**config.mk**
```make
export PLATFORM = sky130hd
export DESIGN_NAME = bist_mem_target
export DESIGN_NICKNAME = d
export VERILOG_FILES = /design/src/rtl/bist_mem_target.sv
export SDC_FILE = /design/constraint.sdc
export NUM_CORES = 1
export LEC_CHECK = 0
export ABC_AREA = 0
export BUFFER_PORTS_ARGS = -buffer_cell sky130_fd_sc_hd__buf_2
export CORE_MARGIN = 2
export CORE_UTILIZATION = 31
export DETAILED_ROUTE_END_ITERATION = 6
export GPL_TIMING_DRIVEN = 0
export PLACE_DENSITY_LB_ADDON = 0.25
export REMOVE_ABC_BUFFERS = 1
export SETUP_SLACK_MARGIN = 0.3
export SLEW_MARGIN = 0
export SYNTH_ARGS = -nofsm -noshare
export SYNTH_HDL_FRONTEND = slang
export SYNTH_SLANG_ARGS = --single-unit
```
**constraint.sdc**
```tcl
create_clock -name clk -period 2.4 [get_ports clk]
set_input_delay 0.36 -clock clk [delete_from_list [all_inputs] [get_ports clk]]
set_output_delay 0.36 -clock clk [all_outputs]
set_load 0.03 [all_outputs]
```
**src/rtl/bist_mem_target.sv**
```systemverilog
// Single-port memory responder for the BIST control engine: req/ack access,
// fixed-latency pipelined reads, periodic refresh stalls and a stuck-at bit fault.
module bist_mem_target #(
  parameter int ADDR_W     = 4,
  parameter int DATA_W     = 8,
  parameter int RD_LAT     = 2,
  parameter int REF_PERIOD = 64
) (
  input  logic                      clk,
  input  logic                      rst,
  input  logic                      req,
  input  logic                      we,
  input  logic [ADDR_W-1:0]         addr,
  input  logic [DATA_W-1:0]         wdata,
  output logic                      ack,
  output logic                      busy,
  output logic                      rvalid,
  output logic [DATA_W-1:0]         rdata,
  input  logic                      fault_en,
  input  logic [ADDR_W-1:0]         fault_addr,
  input  logic [$clog2(DATA_W)-1:0] fault_bit,
  input  logic                      fault_val
);

  localparam int               DEPTH    = 1 << ADDR_W;
  localparam int               CNT_W    = (REF_PERIOD > 1) ? $clog2(REF_PERIOD) : 1;
  localparam bit               REF_ON   = (REF_PERIOD > 0);
  localparam logic [CNT_W-1:0] REF_LAST = CNT_W'((REF_PERIOD > 0) ? REF_PERIOD - 1 : 0);

  logic [DATA_W-1:0] mem_q [DEPTH];

  logic [CNT_W-1:0]              ref_cnt_q, ref_cnt_d;
  logic                          busy_q, busy_d;
  logic                          stall_tail_q, stall_tail_d;
  logic                          ack_q, ack_d;
  logic [RD_LAT-1:0]             vld_q, vld_d;
  logic [RD_LAT-1:0][DATA_W-1:0] dat_q, dat_d;

  logic              accept;
  logic              wr_en;
  logic              rd_en;
  logic              ref_trig;
  logic              fault_hit;
  logic [DATA_W-1:0] wr_word;
  logic [DATA_W-1:0] rd_word;

  always_comb begin
    accept    = req && !busy_q;
    // No array writes while reset is held, so a reset mid-access leaves contents intact.
    wr_en     = accept && we && !rst;
    rd_en     = accept && !we;
    fault_hit = fault_en && (addr == fault_addr);

    wr_word = wdata;
    rd_word = mem_q[addr];
    if (fault_hit) begin
      wr_word[fault_bit] = fault_val;
      rd_word[fault_bit] = fault_val;
    end
  end

  always_comb begin
    ref_trig     = REF_ON && (ref_cnt_q == REF_LAST);
    ref_cnt_d    = '0;
    busy_d       = 1'b0;
    stall_tail_d = 1'b0;
    if (REF_ON && !ref_trig) begin
      ref_cnt_d = ref_cnt_q + 1'b1;
    end
    // The stall covers the cycle after the trigger plus one more.
    if (ref_trig) begin
      busy_d       = 1'b1;
      stall_tail_d = 1'b1;
    end else if (stall_tail_q) begin
      busy_d = 1'b1;
    end
  end

  always_comb begin
    ack_d    = accept;
    vld_d[0] = rd_en;
    dat_d[0] = rd_en ? rd_word : dat_q[0];
    for (int i = 1; i < RD_LAT; i++) begin
      vld_d[i] = vld_q[i-1];
      dat_d[i] = vld_q[i-1] ? dat_q[i-1] : dat_q[i];
    end
  end

  always_ff @(posedge clk) begin
    if (wr_en) begin
      mem_q[addr] <= wr_word;
    end
  end

  always_ff @(posedge clk or posedge rst) begin
    if (rst) begin
      ref_cnt_q    <= '0;
      busy_q       <= 1'b0;
      stall_tail_q <= 1'b0;
      ack_q        <= 1'b0;
      vld_q        <= '0;
      dat_q        <= '0;
    end else begin
      ref_cnt_q    <= ref_cnt_d;
      busy_q       <= busy_d;
      stall_tail_q <= stall_tail_d;
      ack_q        <= ack_d;
      vld_q        <= vld_d;
      dat_q        <= dat_d;
    end
  end

  // Last pipeline stage is the output register; its data only moves on a valid, so rdata holds.
  assign ack    = ack_q;
  assign busy   = busy_q;
  assign rvalid = vld_q[RD_LAT-1];
  assign rdata  = dat_q[RD_LAT-1];

endmodule

```
==> results.cfg <==
[hold_path]
hp-class = in -> async

[timing]
slew_viol_final = 0
relSlewSlack_pct = 34.0
fin_setup_tns_ns = 0
worstMarginPinSlew_ns = 0.989
hold-worst-slack_ns = 0.203
rsz0062_at_grt = true
max_freq_ghz = 0.472
fin_crit_sh_pct = 88.3
final_hold_viol_count = 0
finClkSkew_ns = 0.00423
setup_viol = 0
period_minus_slack_ns = 2.12

[synth]
synth_ff_type = edfxtp_1
ys_async_sr_fraction_pct = 17.4
synth_seq_area_share_pct = 70.3
ys_warn_count = 0
post-synth-top-count-cell = edfxtp_1
syn_inst = 359
netlist_top_cells_count = edfxtp_1, mux4_2, dfrtp_1
synth_area_leaders = edfxtp_1, mux4_2, dfrtp_1, mux2_2, a22o_1
synth-edff-count = 128
synth.distinct_cells = 37
synth_seq_cells = 155
yosysTopAreaCellShare_pct = 59.8
syn_avg_cell_area_um2 = 17.9
yosys.area.top_type = edfxtp_1
syn_area_um2 = 6430

[setup_path]
worstSetupPathDepth = 3
required_ns = 2.46
slowest_stage = nor3_4
critical_path.max_fanout = 8
reg2regPathDepth = 3
worst-r2r-setup-slack_ns = 0.28
setup.worst_path.start_class = flip-flop
crit_type = reg -> reg
path_buf_inv = 0
critical_path_arrival_ns = 2.18
end_kind = flip-flop
crit_family = simple AND/OR/NAND/NOR gates
cp_cell_sequence = nor4bb_4 -> nand3_1 -> nor3_4
slowest_delay_ns = 0.51

[drt]
drt-pass1-iter-count = 4
vias_per_cell = 4.92
antenna_left = 0
drtIter0Drc = 300
wl_um = 13200
drc = 0
wl_per_cell_um = 19.5
via_count = 3336

[clock_network]
cts_sinks = 155
cts_tree = built
clk_pin_slew_ns = 0.06
root_buffer = clkbuf_16
clock_latency_ns = 0.42
htreeDepth = 4
clk_path_buf_depth = 2
numCtsBuffers = 17

[grt]
grt_max_degree = 38
grt_overflow = 0
antenna_found_initial = 0
grt_pass1_vias = 3491
grt_usage_pct = 12.6
grt_first_pass_wirelength_um = 20200

[place]
place_congestion = 0.749
dp.final_hpwl_um = 8470
port_buffers = 35

[outcome]
status = finished clean

[floorplan]
start_util_pct = 31.7
die_h_um = 148
rows = 52
dieArea_um2 = 21900
core_area_um2 = 20300
pin_count = 36
die_w_um = 148

[pwr]
powerDensity_nw_per_um2 = 826
max-vdd-ir-drop_mv = 0.516
leakagePower_nw = 2.55

[final_layout]
final_util_pct = 37.8
num_antenna_cells = 0
layout.nets = 423
drive_gt1_share_pct = 35.5
syn_to_final_growth_pct = 19.4

[job]
max-cap-violations = 0
## registers in the layout, indices dropped and copies added (netlist names)
name          cells
ack               1
stall_tail_q      1
vld_q             2
busy              1
dat_q             8
rdata             8
mem_q           128
ref_cnt_q         6
## placed cells by master, fill, tap and decap left out, types with 2 or more instances in the layout
cell,count
edfxtp_1,128
buf_2,33
mux4_2,32
dfrtp_1,27
clkbuf_16,17
a22o_1,16
mux2_2,16
nand2_1,14
nor2_1,13
o31ai_1,9
nor2_4,9
o41a_1,8
o21ai_1,8
nor3_1,8
nand3_1,6
bufinv_16,5
buf_4,5
clkinv_4,4
nor2b_1,4
xnor2_1,4
nand3b_1,4
nor3_4,4
buf_12,4
nand2b_1,3
nor2_2,3
or3b_2,2
xor2_1,2
clkinv_1,2
clkinv_2,2
## cell type report
class,count,area [um^2]
timing repair buffer,44,309
tap,270,338
fill,1881,12600
clock buffer,17,425
clock inverter,13,201
multi-input combinational,177,1870
inverter,2,12.5
sequential,155,4520
## where the power goes
part	switching [mW]	internal (mW)	leakage, nW
clock network	1.00	1.82	0.304
registers	0.0301	2.99	1.49
logic	0.310	0.183	0.758
total	1.34	4.99	2.55
## cell families (layout without fill, tap and decap cells)
kind of cell               Yosys count  in the layout  synth area share (%)
AOI/OAI and AO/OA                   43             43                  5.41
buffers and inverters               27             76                  2.90
muxes                               48             48                  14.0
xor gates and xnor gates             7              7                  1.07
adders and majority gates            1              1                 0.195
DFF                                155            155                  70.3
and+or+nand+nor                     78             78                  6.08
## path summary, 6_finish.rpt
check	from	to
max	busy	mem_q[3][3]
max in group asynchronous	rst	dat_q[0]
min reg2reg	stall_tail_q	busy
min in group clk	req	ack
max reg2reg	busy	mem_q[3][3]
min	rst	ref_cnt_q[5]
## timing repair
| item | 4_1_cts | 5_1_grt |
|---|---|---|
| endpoints found under the setup margin | 264 | 222 |
| setup buffers | 3 | 6 |
| resized for setup | 29 | 9 |
| pin swaps | 1 | 4 |
| hold buffers | 0 | 0 |
## per-layer routing
layer / global-route usage [%] / wire length [um] / up-vias
met5: 0 / 0 / -
met4: 4.48 / 226 / 0
met3: 3.21 / 723 / 15
met2: 21.6 / 6680 / 93
met1: 15.6 / 5580 / 1723
li1: - / - / 1505
## stage by stage
step                      cell area [um^2]  setup WS (ns)  cells  total power, mW
after CTS                             7540          0.273    672             6.40
after global placement                6770         -0.912    639             3.54
after floorplan                       6250          0.202    334             3.36
after detailed placement              6770         -0.912    639             3.55
after global routing                  7670          0.156    678             6.57
final                                 7670          0.280    678             6.33
No activity file was read; power rests on OpenSTA's default activity.
